<file path="src/rtl/boost_pkg.sv">
// Shared definitions for the BOOST contingency table builder.
//   GENO_MISSING : genotype code that marks a missing call
//   NUM_JOINT    : joint table cells (2 pheno x 3 gb x 3 ga)
//   NUM_MARGIN   : SNP-A margin cells (2 pheno x 3 ga)
//   state_t      : builder FSM states
//   joint_idx    : flat joint cell index, pheno*9 + 3*gb + ga
//   margin_idx   : flat margin cell index, pheno*3 + ga
package boost_pkg;

    localparam logic [1:0] GENO_MISSING = 2'd3;
    localparam int NUM_JOINT  = 18;
    localparam int NUM_MARGIN = 6;

    typedef enum logic [1:0] {
        ACCUM  = 2'd0,
        OUTPUT = 2'd1,
        CLEAR  = 2'd2
    } state_t;

    function automatic int unsigned joint_idx(input logic p, input logic [1:0] ga,
                                              input logic [1:0] gb);
        return 32'(p) * 32'd9 + 32'(gb) * 32'd3 + 32'(ga);
    endfunction

    function automatic int unsigned margin_idx(input logic p, input logic [1:0] ga);
        return 32'(p) * 32'd3 + 32'(ga);
    endfunction

endpackage

</file>
<file path="src/rtl/table_counter.sv">
// One saturating count cell of the contingency tables.
//   clk   : system clock
//   rst   : synchronous active-high reset, zeroes the cell
//   clear : synchronous clear between SNP pairs, zeroes the cell
//   inc   : add one this cycle (held at all-ones once saturated)
//   count : current cell value, straight from the register
module table_counter #(
    parameter int DATA_WIDTH = 16
) (
    input  logic                  clk,
    input  logic                  rst,
    input  logic                  clear,
    input  logic                  inc,
    output logic [DATA_WIDTH-1:0] count
);

    localparam logic [DATA_WIDTH-1:0] ONE = DATA_WIDTH'(1);

    always_ff @(posedge clk) begin
        if (rst || clear) begin
            count <= '0;
        end else if (inc && (count != '1)) begin
            count <= count + ONE;
        end
    end

endmodule

</file>
<file path="src/rtl/contingency_table_builder.sv">
// Accumulates genotype/phenotype sample beats of one SNP pair into the joint
// table (2 pheno x 3x3) and the SNP-A margin table (2 pheno x 3), then
// presents both tables on one packed beat.
//   clk, rst          : clock, synchronous active-high reset
//   geno_a_in/b_in    : genotypes 0/1/2, 3 = missing
//   pheno_in          : 0 = control, 1 = case
//   data_valid_in     : sample beat valid
//   data_last_in      : final sample of the pair
//   data_ready_out    : sample beat accepted this cycle when valid
//   joint_table_out   : cell k = pheno*9 + 3*gb + ga, DATA_WIDTH bits each
//   margin_table_out  : cell k = pheno*3 + ga, DATA_WIDTH bits each
//   data_valid_out    : tables complete and stable
//   data_ready_in     : downstream consumes the tables
//
// Handshake: on both sides a beat transfers on a rising clk edge where valid
// and ready are both high. data_ready_out is high only in ACCUM and
// data_valid_out only in OUTPUT; both decode the state register alone, so no
// input reaches an output combinationally.
module contingency_table_builder
    import boost_pkg::*;
#(
    parameter int DATA_WIDTH = 16
) (
    input  logic                           clk,
    input  logic                           rst,
    input  logic [1:0]                     geno_a_in,
    input  logic [1:0]                     geno_b_in,
    input  logic                           pheno_in,
    input  logic                           data_valid_in,
    input  logic                           data_last_in,
    output logic                           data_ready_out,
    output logic [NUM_JOINT*DATA_WIDTH-1:0]  joint_table_out,
    output logic [NUM_MARGIN*DATA_WIDTH-1:0] margin_table_out,
    output logic                           data_valid_out,
    input  logic                           data_ready_in
);

    state_t state;
    state_t state_next;
    logic   clear_cells;
    logic   count_en;

    always_ff @(posedge clk) begin
        if (rst) begin
            state <= ACCUM;
        end else begin
            state <= state_next;
        end
    end

    always_comb begin
        state_next     = state;
        data_ready_out = 1'b0;
        data_valid_out = 1'b0;
        clear_cells    = 1'b0;
        case (state)
            ACCUM: begin
                data_ready_out = 1'b1;
                if (data_valid_in && data_last_in) begin
                    state_next = OUTPUT;
                end
            end
            OUTPUT: begin
                data_valid_out = 1'b1;
                if (data_ready_in) begin
                    state_next = CLEAR;
                end
            end
            CLEAR: begin
                clear_cells = 1'b1;
                state_next  = ACCUM;
            end
            default: begin
                state_next = ACCUM;
            end
        endcase
    end

    // A sample with either genotype missing is accepted (its last flag still
    // closes the pair) but touches no cell, keeping margin = row sum of joint.
    assign count_en = data_valid_in && data_ready_out &&
                      (geno_a_in != GENO_MISSING) && (geno_b_in != GENO_MISSING);

    for (genvar k = 0; k < NUM_JOINT; k++) begin : g_joint
        logic inc;
        assign inc = count_en && (joint_idx(pheno_in, geno_a_in, geno_b_in) == k);
        table_counter #(.DATA_WIDTH(DATA_WIDTH)) u_cell (
            .clk   (clk),
            .rst   (rst),
            .clear (clear_cells),
            .inc   (inc),
            .count (joint_table_out[k*DATA_WIDTH +: DATA_WIDTH])
        );
    end

    for (genvar k = 0; k < NUM_MARGIN; k++) begin : g_margin
        logic inc;
        assign inc = count_en && (margin_idx(pheno_in, geno_a_in) == k);
        table_counter #(.DATA_WIDTH(DATA_WIDTH)) u_cell (
            .clk   (clk),
            .rst   (rst),
            .clear (clear_cells),
            .inc   (inc),
            .count (margin_table_out[k*DATA_WIDTH +: DATA_WIDTH])
        );
    end

endmodule
</file>
<file path="config.mk">
export PLATFORM = sky130hd
export DESIGN_NAME = contingency_table_builder
export DESIGN_NICKNAME = d
export VERILOG_FILES = /design/src/rtl/boost_pkg.sv /design/src/rtl/table_counter.sv /design/src/rtl/contingency_table_builder.sv
export SDC_FILE = /design/constraint.sdc
export NUM_CORES = 1
export LEC_CHECK = 0
export BUFFER_PORTS_ARGS = -buffer_cell sky130_fd_sc_hd__buf_2
export CAP_MARGIN = 20
export CORE_MARGIN = 3
export CORE_UTILIZATION = 32
export CTS_CLUSTER_DIAMETER = 150
export DETAILED_ROUTE_END_ITERATION = 16
export PLACE_DENSITY = 0.55
export REMOVE_ABC_BUFFERS = 1
export SYNTH_ARGS = -nofsm -noshare
export SYNTH_HDL_FRONTEND = slang
export SYNTH_SLANG_ARGS = --single-unit
</file>
<file path="constraint.sdc">
create_clock -name clk -period 8.9 [get_ports clk]
set_clock_uncertainty 0.2 [all_clocks]
set_input_delay 0.445 -clock clk [delete_from_list [all_inputs] [get_ports clk]]
set_output_delay 0.445 -clock clk [all_outputs]
set_load 0.01 [all_outputs]
</file>
==> impl_metrics.env, run 1 <==
export IMPL_cp_slowest_cell="nor4_1"
export IMPL_routed_wl_mm=63.54
export IMPL_synth_distinct_cells=64
export IMPL_status="complete, no violations"
export IMPL_endpoint_kind="flip-flop"
export IMPL_post_cts_setup_buffer_count=0
export IMPL_cp_slowest_stage_delay_ns=0.88
export IMPL_gp_congestion=0.8576
export IMPL_die_h_um=253.4
export IMPL_initial_utilization_pct=32.38
export IMPL_num_vias=19530
export IMPL_rsz0062_at_grt="no"
export IMPL_core_area_sq_um=60470
export IMPL_grt_pass1_vias=17840
export IMPL_ys_warn_count=0
export IMPL_power_density_nw_per_um2=162.7
export IMPL_antenna_found_initial=1
export IMPL_ctsHoldBuffers=4
export IMPL_ir_worst_vdd_v=0.0001111
export IMPL_final_cell_mix="buf_2, dfxtp_1, nor2_1, nand2_1, nand3_1"
export IMPL_final_common_cell="buf_2"
export IMPL_ys_seq_elements=386
export IMPL_cp_start_kind="primary input"
export IMPL_grt_util_all_layers_pct=18.98
export IMPL_cp_arrival_ns=4.77
export IMPL_layout_nets=2757
export IMPL_synth_top_area_cell="dfxtp_1"
export IMPL_syn_avg_cell_area_sq_um=8.311
export IMPL_clockBufferDepth=3
export IMPL_hold_class="reg -> reg"
export IMPL_path_delay_family="simple AND/OR/NAND/NOR gates"
export IMPL_synthToLayoutAreaGrowth_pct=22.07
export IMPL_min_period_ns=4.496
export IMPL_netlist_area_sq_um=19580
export IMPL_numClockSinks=386
export IMPL_wl_per_cell_um=18.00
export IMPL_fin_tns_setup_ns=0
export IMPL_path_buf_inv=3
export IMPL_cts_resized=0
export IMPL_cts_buffers_inserted=47
export IMPL_grt_max_degree=150
export IMPL_synth_enable_flop_cells=0
export IMPL_htreeDepth=2
export IMPL_drtIter0Drc=1156
export IMPL_io_pin_count=396
export IMPL_core_rowCount=90
export IMPL_yosysSeqAreaShare_pct=39.47
export IMPL_nFillCells=6168
export IMPL_grt_pass1_wl_mm=99.62
export IMPL_setup_violations=0
export IMPL_cts_root_buf="clkbuf_16"
export IMPL_postPlaceCellArea_sq_um=22300
export IMPL_ys_flop_type="dfxtp_1"
export IMPL_antenna_left=0
export IMPL_finalHoldViolCount=0
export IMPL_multi_input_area_sq_um=11330
export IMPL_remaining_drc_errors=0
export IMPL_max_cap_violations=0
export IMPL_yosys_top_cells_area="dfxtp_1, xnor2_1, nor2_1"
export IMPL_async_flop_share_pct=0
export IMPL_first_pass_iters=5
export IMPL_crit_required_ns=9.18
export IMPL_p_leak_nw=8.754
export IMPL_post_dp_hpwl_mm=45.12
export IMPL_drive_gt1_share_pct=19.44
export IMPL_cts_tree="built"
export IMPL_maxSlewViolCount=0
export IMPL_syn_inst=2356
export IMPL_synth_top_area_share_pct=39.47
export IMPL_worstSetupPathType="in -> reg"
export IMPL_overflow=0
export IMPL_die_w_um=253.4
export IMPL_cp_cell_sequence="buf_2, inv_1, ha_1, fa_1, inv_1, ha_1, fa_1, nor2b_1, nand4_1, nor4_1, a21oi_1, a31o_2"
export IMPL_timing_fmax_mhz=222.4
export IMPL_slew_headroom_pct=30.68
export IMPL_insertion_delay_ns=0.59
export IMPL_tightest_slew_ns=1.035
export IMPL_via_per_inst=5.531
export IMPL_period_share_pct=50.51
export IMPL_io_buffers=395
export IMPL_dieArea_sq_um=64190
export IMPL_seqCellArea_sq_um=7727
export IMPL_clkSlewWorstSetupHoldPaths_ns=0.06
export IMPL_cp_max_fo=11
export IMPL_stdcell_area_sq_um=23900
==> sequential cells by signal (all words and copies together), names as in the netlist <==
name	cells
g_margin.u_cell.count	96
g_joint.u_cell.count	288
state	2
==> layer usage <==
layer / vias to the layer above / share of wire [%] / global-route usage (%)
met4: 0 / 2.7 / 5.586
li1: 9537 / - / -
met5: - / 0 / 0
met3: 108 / 6.9 / 4.930
met1: 9377 / 44 / 24.61
met2: 504 / 46 / 31.04
==> worst register-to-register path, stage by stage, from the launching register on <==
cell and delay [ns]:
dfxtp_1 0.42, nor4b_4 0.31, buf_4 0.37, and3_1 0.70
nand2_1 0.54, or4b_2 0.79, o211a_1 0.14
==> synth_stat cells, types with 8 or more instances <==
| library cell | n |
|---|---|
| o21ai_0 | 72 |
| or4b_2 | 8 |
| xnor2_1 | 152 |
| nand2_1 | 177 |
| nand3_1 | 154 |
| and2_1 | 11 |
| nor3b_1 | 8 |
| and3_1 | 35 |
| nor3_1 | 67 |
| a31o_2 | 11 |
| nor4_1 | 117 |
| a211oi_1 | 15 |
| clkbuf_1 | 100 |
| xor2_1 | 32 |
| or3_1 | 71 |
| ha_1 | 32 |
| nor4b_1 | 15 |
| o2111ai_1 | 10 |
| and4_1 | 43 |
| dfxtp_1 | 386 |
| a21oi_1 | 124 |
| mux2i_1 | 39 |
| inv_1 | 37 |
| a2111oi_0 | 8 |
| a41o_1 | 9 |
| a31oi_1 | 13 |
| o31ai_1 | 39 |
| nand4_1 | 122 |
| or4_1 | 61 |
| o211ai_1 | 18 |
| nand2b_1 | 27 |
| nor2_1 | 254 |
==> cells by family after synthesis <==
group                    count (synthesis)  synth area share, %
XOR/XNOR                               184                8.231
AND/OR/NAND/NOR                       1206                33.36
flip-flops                             386                39.47
AO/OA/AOI/OAI                          358                11.69
buffers and inverters                  148                2.908
multiplexers                            39                1.994
adder cells (fa/ha/maj)                 35                2.352
==> path summary, 6_finish.rpt <==
path,startpoint,to,slack (ns),depth (start not counted)
worst max-delay path,geno_b_in[0],g_joint[12].u_cell.count[13]$_SDFFE_PP0P_,4.40,12
worst min-delay path,g_joint[12].u_cell.count[15]$_SDFFE_PP0P_,g_joint[12].u_cell.count[15]$_SDFFE_PP0P_,0.29,2
worst max register to register,state[1]$_SDFFE_PP0P_,g_joint[1].u_cell.count[15]$_SDFFE_PP0P_,5.34,6
worst min register to register,g_joint[12].u_cell.count[15]$_SDFFE_PP0P_,g_joint[12].u_cell.count[15]$_SDFFE_PP0P_,0.29,2
==> through the flow <==
step                      utilization [%]  total power (W)  setup WS (ns)  instances  hold slack (ns)
final                               39.52         0.003889          4.404       3530           0.2918
after global routing                39.52         0.004052          4.028       3529           0.3168
after CTS                           39.51         0.003966          4.336       3528           0.2949
after detailed placement            36.87         0.001992          3.707       3440           0.2800
after global placement              36.86         0.001990          3.794       3439           0.2683
after floorplan                         -         0.001894          4.047       2245           0.2803
==> area by class of cell <==
type	count	share of cell area, %
inverter	37	0.5811
sequential	386	32.33
antenna	1	0.01047
multi-input combinational	1822	47.39
tap	782	4.094
clock buffer	62	5.497
clock inverter	22	1.021
timing repair buffer	418	9.078
==> report_power, final <==
part	leakage, nW	switching [W]	internal [W]
clock	0.753	0.000785	0.00116
combinational	4.89	0.000164	0.0000461
sequential	3.11	0.00000590	0.00173
No activity file was read; power rests on OpenSTA's default activity.
==> run 2, diff against run 1 <==
==> constraint.sdc (replaced) <==
create_clock -name clk -period 4.4 [get_ports clk]
set_clock_uncertainty 0.2 [all_clocks]
set_input_delay 0.22 -clock clk [delete_from_list [all_inputs] [get_ports clk]]
set_output_delay 0.22 -clock clk [all_outputs]
set_load 0.01 [all_outputs]
==> run 2 against run 1 <==
Compared with the run above: flip-flop and latch count stayed put; clock-buffer cell count is 11 higher; global-route usage hardly changed; register-to-register slack worse by 4.4 ns; cell area is 1.2% higher; utilization is 0.48 points higher; sequential power is 100% higher; first-iteration DRC count is 10% lower; critical path depth stayed put; die area stayed put; clock power is 95% higher; largest cell class unchanged; largest power group unchanged.
==> impl_metrics.env, run 2 (synthesized netlist as in run 1, its figures left out) <==
export IMPL_drtIter0Drc=1039
export IMPL_finalHoldViolCount=0
export IMPL_insertion_delay_ns=0.58
export IMPL_rsz0062_at_grt="no"
export IMPL_top_regs="g_joint.u_cell.count (288), g_margin.u_cell.count (96), state (2)"
export IMPL_cts_root_buf="clkbuf_16"
export IMPL_switching_share_pct=24.46
export IMPL_min_path_cells=3
export IMPL_grt_use_met3_pct=5.485
export IMPL_first_pass_iters=6
export IMPL_grt_pass1_wl_mm=99.48
export IMPL_postPlaceCellArea_sq_um=22660
export IMPL_min_period_ns=3.915
export IMPL_layout_nets=2801
export IMPL_p_int_w=0.005866
export IMPL_io_pin_count=396
export IMPL_routed_wl_mm=63.29
export IMPL_grt_max_degree=106
export IMPL_max_cap_violations=0
export IMPL_core_area_sq_um=60470
export IMPL_largest_register="g_joint.u_cell.count"
export IMPL_numClockSinks=386
export IMPL_hold_class="in -> reg"
export IMPL_clkSlewWorstSetupHoldPaths_ns=0.06
export IMPL_cp_slowest_cell="fa_1"
export IMPL_period_share_pct=88.99
export IMPL_grt_util_all_layers_pct=18.94
export IMPL_nFillCells=6182
export IMPL_overflow=0
export IMPL_grt_busiest_layer="met2"
export IMPL_path_buf_inv=3
export IMPL_cts_tree="built"
export IMPL_power_frac_clock_pct=48.6
export IMPL_drive_gt1_share_pct=20.46
export IMPL_ir_worst_vdd_v=0.0002700
export IMPL_post_route_util_pct=40.00
export IMPL_clockBufferDepth=3
export IMPL_rrSetupSlack_ns=0.98
export IMPL_path_delay_family="simple AND/OR/NAND/NOR gates"
export IMPL_r2r_end="g_joint[10].u_cell.count[15]$_SDFFE_PP0P_"
export IMPL_p_sw_w=0.001900
export IMPL_die_w_um=253.4
export IMPL_stdcell_area_sq_um=24190
export IMPL_timing_fmax_mhz=255.4
export IMPL_synthToLayoutAreaGrowth_pct=23.55
export IMPL_status="complete, no violations"
export IMPL_antenna_found_initial=0
export IMPL_final_cell_mix="buf_2, dfxtp_1, nor2_1, nand2_1, nand3_1"
export IMPL_dieArea_sq_um=64190
export IMPL_antenna_left=0
export IMPL_core_rowCount=90
export IMPL_p_leak_nw=8.950
export IMPL_crit_required_ns=4.70
export IMPL_fin_tns_setup_ns=0
export IMPL_htreeDepth=2
export IMPL_ff2ff_path_depth=6
export IMPL_use_met1_pct=24.25
export IMPL_cp_slowest_stage_delay_ns=0.70
export IMPL_p_seq_share_pct=45.3
export IMPL_gp_congestion=0.8519
export IMPL_timing_rr_start="state[1]$_SDFFE_PP0P_"
export IMPL_num_vias=19440
export IMPL_maxSlewViolCount=0
export IMPL_tightest_slew_ns=1.064
export IMPL_initial_utilization_pct=32.38
export IMPL_setup_violations=0
export IMPL_power_density_nw_per_um2=321.0
export IMPL_cts_buffers_inserted=47
export IMPL_die_h_um=253.4
export IMPL_final_common_cell="buf_2"
export IMPL_pwr_share_comb_pct=6.1
export IMPL_cp_start_kind="primary input"
export IMPL_io_buffers=395
export IMPL_worstSetupPathType="in -> reg"
export IMPL_hold_end="state[0]$_SDFFE_PP0P_"
export IMPL_post_dp_hpwl_mm=45.85
export IMPL_wl_per_cell_um=17.71
export IMPL_largest_register_ffs=288
export IMPL_via_per_inst=5.438
export IMPL_endpoint_kind="flip-flop"
export IMPL_cp_cell_sequence="buf_2, inv_1, ha_1, fa_1, inv_1, ha_1, fa_1, nor2b_1, nand4_1, or3_1, or4_1, a21oi_1"
export IMPL_cp_arrival_ns=4.22
export IMPL_remaining_drc_errors=0
export IMPL_cp_max_fo=10
export IMPL_slew_headroom_pct=28.42
export IMPL_use_met2_pct=30.23
export IMPL_worstHoldStart="rst"
export IMPL_grt_pass1_vias=18070
run 2: cell types whose count changed in the layout (fill, tap and decap cells not counted):
cell / before / now
clkbuf_1: 8 / 15
buf_12: 1 / 3
buf_2: 395 / 396
inv_6: 2 / 1
clkinvlp_4: 6 / 1
clkbuf_2: 1 / 0
clkbuf_8: 6 / 10
clkinv_2: 9 / 7
buf_4: 17 / 59
bufinv_16: 4 / 1
run 2: power groups by stage:
stage	Combinational, W	Sequential, W	Clock (W)
after floorplan	0.000240	0.00359	0
after global placement	0.000474	0.00359	0
after detailed placement	0.000480	0.00359	0
after CTS	0.000484	0.00351	0.00392
after global routing	0.000520	0.00351	0.00405
final	0.000475	0.00351	0.00378
run 2: routing by layer:
layer / up-vias / share of wire [%]
met1: 9239 / 43
met4: 0 / 3.5
li1: 9613 / -
met2: 476 / 46
met3: 107 / 7.3
met5: - / 0
run 2: what timing repair did:
item / 4_1_cts / 5_1_grt
hold buffers: 4 / 0
gates resized for setup: 0 / 0
hold endpoints to repair: 11 / 0
setup buffers: 0 / 0
run 2: layout make-up:
cell class	instances	area (sq um)	area share, %
Clock inverter	11	97.59	0.4034
Clock buffer	73	1395	5.767
Antenna cell	1	2.502	0.01034
Inverter	37	138.9	0.5741
Sequential cell	386	7727	31.94
Timing Repair Buffer	462	2525	10.44
Tap cell	782	978.4	4.045
Multi-Input combinational cell	1822	11330	46.82
run 2: how the worst max path moves through the flow:
stage	startpoint	end	slack [ns]	cells past startpoint
after floorplan	state[0]$_SDFFE_PP0P_	g_joint[1].u_cell.count[11]$_SDFFE_PP0P_	-0.45	4
after global placement	geno_b_in[0]	g_joint[14].u_cell.count[7]$_SDFFE_PP0P_	0.02	12
after detailed placement	geno_b_in[0]	g_joint[14].u_cell.count[7]$_SDFFE_PP0P_	-0.07	12
after CTS	geno_b_in[0]	g_joint[14].u_cell.count[7]$_SDFFE_PP0P_	0.53	12
after global routing	geno_b_in[0]	g_joint[14].u_cell.count[7]$_SDFFE_PP0P_	0.37	12
final	geno_b_in[0]	g_joint[14].u_cell.count[7]$_SDFFE_PP0P_	0.48	12
run 2: per-stage QoR:
step | hold slack (ns) | setup WS [ns] | power [W] | std cells
6_report | 0.2389 | 0.4847 | 0.007766 | 3574
5_1_grt | 0.2274 | 0.3657 | 0.008083 | 3573
4_1_cts | 0.2091 | 0.5289 | 0.007915 | 3573
3_5_place_dp | 0.2786 | -0.06626 | 0.004071 | 3485
3_3_place_gp | 0.2677 | 0.01619 | 0.004064 | 3484
2_1_floorplan | 0.09624 | -0.4527 | 0.003831 | 2245
run 2: tightest hold or removal path: stages:
cell           delay (ns)
dlygate4sd3_1        0.53
buf_2                0.16
nor3_1               0.06
==> run 3, diff against run 2 <==
--- a/config.mk
+++ b/config.mk
@@ -11,6 +11,7 @@
 export CORE_UTILIZATION = 32
 export CTS_CLUSTER_DIAMETER = 150
 export DETAILED_ROUTE_END_ITERATION = 16
+export MAX_ROUTING_LAYER = met4
 export PLACE_DENSITY = 0.55
 export REMOVE_ABC_BUFFERS = 1
 export SYNTH_ARGS = -nofsm -noshare
==> constraint.sdc (replaced) <==
create_clock -name clk -period 4.4 [get_ports clk]
set_clock_uncertainty 0.2 [all_clocks]
set_input_delay 0.22 -clock clk [delete_from_list [all_inputs] [get_ports clk]]
set_output_delay 0.22 -clock clk [all_outputs]
set_load 0.1 [all_outputs]
==> run 3 against run 2 <==
Compared with the run above: clock-buffer cell count did not move; worst hold slack improved by 0.0010 ns; combinational power increased by 11%; first-iteration DRC count up 0.87%; cell area is the same; critical path depth stayed put; flip-flop and latch count did not move; worst setup slack hardly changed; maximum frequency is essentially flat; critical path type unchanged; largest cell class unchanged.
==> impl_metrics.env, run 3 (synthesized netlist as in run 1, its figures left out) <==
export IMPL_grt_pass1_vias=18070
export IMPL_pwr_share_comb_pct=6.7
export IMPL_synthToLayoutAreaGrowth_pct=23.55
export IMPL_core_area_sq_um=60470
export IMPL_cp_arrival_ns=4.22
export IMPL_gp_congestion=0.8655
export IMPL_nFillCells=6182
export IMPL_remaining_drc_errors=0
export IMPL_timing_fmax_mhz=255.4
export IMPL_routed_wl_mm=63.40
export IMPL_via_per_inst=5.436
export IMPL_p_seq_share_pct=44.9
export IMPL_wl_per_cell_um=17.74
export IMPL_power_frac_clock_pct=48.3
export IMPL_drive_gt1_share_pct=20.46
export IMPL_seqCellArea_sq_um=7727
export IMPL_antenna_found_initial=0
export IMPL_ir_worst_vdd_v=0.0002693
export IMPL_initial_utilization_pct=32.38
export IMPL_clkSlewWorstSetupHoldPaths_ns=0.06
export IMPL_maxSlewViolCount=0
export IMPL_layout_nets=2801
export IMPL_p_total_w=0.007823
export IMPL_num_vias=19430
export IMPL_status="complete, no violations"
export IMPL_cts_resized=0
export IMPL_stdcell_area_sq_um=24190
export IMPL_tightest_slew_ns=1.064
export IMPL_clockBufferDepth=3
export IMPL_power_density_nw_per_um2=323.4
export IMPL_cts_root_buf="clkbuf_16"
export IMPL_period_share_pct=88.98
export IMPL_min_period_ns=3.915
export IMPL_die_h_um=253.4
export IMPL_p_sw_w=0.001957
export IMPL_switching_share_pct=25.02
export IMPL_max_cap_violations=0
export IMPL_post_dp_hpwl_mm=45.85
export IMPL_dp_cells=3485
export IMPL_die_w_um=253.4
export IMPL_finalHoldViolCount=0
export IMPL_worstSetupPathType="in -> reg"
export IMPL_overflow=0
export IMPL_grt_max_degree=106
export IMPL_p_leak_nw=8.950
export IMPL_cp_start_kind="primary input"
export IMPL_final_common_cell="buf_2"
export IMPL_hold_class="in -> reg"
export IMPL_cts_buffers_inserted=47
export IMPL_core_rowCount=90
export IMPL_largest_register="g_joint.u_cell.count"
export IMPL_insertion_delay_ns=0.58
export IMPL_drtIter0Drc=1048
export IMPL_io_pin_count=396
export IMPL_cp_max_fo=10
export IMPL_io_buffers=395
export IMPL_post_route_util_pct=40.00
export IMPL_antenna_left=0
export IMPL_postPlaceCellArea_sq_um=22660
export IMPL_grt_util_all_layers_pct=19.48
export IMPL_crit_required_ns=4.71
export IMPL_finalNonFillerCells=3574
export IMPL_top_regs="g_joint.u_cell.count (288), g_margin.u_cell.count (96), state (2)"
export IMPL_numClockSinks=386
export IMPL_slew_headroom_pct=28.39
export IMPL_first_pass_iters=5
export IMPL_fin_tns_setup_ns=0
export IMPL_largest_register_ffs=288
export IMPL_multi_input_area_sq_um=11330
export IMPL_rsz0062_at_grt="no"
export IMPL_grt_pass1_wl_mm=99.48
export IMPL_final_cell_mix="buf_2, dfxtp_1, nor2_1, nand2_1, nand3_1"
export IMPL_cts_tree="built"
export IMPL_dieArea_sq_um=64190
export IMPL_htreeDepth=2
export IMPL_setup_violations=0
export IMPL_endpoint_kind="flip-flop"
export IMPL_p_int_w=0.005866
## run 3: repair_timing
action / 4_1_cts / 5_1_grt
endpoints found under the hold margin: 11 / 0
setup buffers: 0 / 0
hold buffers: 4 / 0
## run 3: per-stage QoR
step | worst slack, ns | hold WS [ns]
6_report | 0.4848 | 0.2399
4_1_cts | 0.5289 | 0.2091
5_1_grt | 0.3657 | 0.2285
2_1_floorplan | -0.4527 | 0.09624
3_5_place_dp | -0.06626 | 0.2786
3_3_place_gp | 0.01619 | 0.2677
## run 3: layout make-up
cell class	instances	area share, %
Multi-Input combinational cell	1822	46.82
Tap cell	782	4.045
Clock inverter	11	0.4034
Timing Repair Buffer	462	10.44
Antenna cell	1	0.01034
Sequential cell	386	31.94
Inverter	37	0.5741
Clock buffer	73	5.767
## run 3: power by group through the flow
| stage | Clock (W) | Sequential (W) | Combinational, W |
|---|---|---|---|
| after floorplan | 0 | 0.00363 | 0.000248 |
| after global placement | 0 | 0.00359 | 0.000525 |
| after detailed placement | 0 | 0.00359 | 0.000531 |
| after CTS | 0.00392 | 0.00351 | 0.000535 |
| after global routing | 0.00405 | 0.00351 | 0.000570 |
| final | 0.00378 | 0.00351 | 0.000527 |
## run 3: critical path: stages
cell	delay, ns
buf_2	0.11
inv_1	0.04
ha_1	0.30
fa_1	0.51
inv_1	0.04
ha_1	0.23
fa_1	0.71
nor2b_1	0.46
nand4_1	0.31
or3_1	0.61
or4_1	0.52
a21oi_1	0.16
## run 3: final timing paths
| check | start | endpoint | slack [ns] | cells after the start |
|---|---|---|---|---|
| min reg2reg | g_joint[6].u_cell.count[5]$_SDFFE_PP0P_ | g_joint[6].u_cell.count[5]$_SDFFE_PP0P_ | 0.29 | 2 |
| max | geno_b_in[0] | g_joint[14].u_cell.count[7]$_SDFFE_PP0P_ | 0.48 | 12 |
| min | rst | state[0]$_SDFFE_PP0P_ | 0.24 | 3 |
| max reg2reg | state[1]$_SDFFE_PP0P_ | g_joint[10].u_cell.count[15]$_SDFFE_PP0P_ | 0.96 | 6 |
## run 3: layer usage
layer	GRT usage [%]	vias up	share of wire, %
met3	5.146	109	6.8
met5	-	-	0
li1	-	9617	-
met2	30.23	471	46
met1	24.39	9231	44
met4	7.019	0	3.4
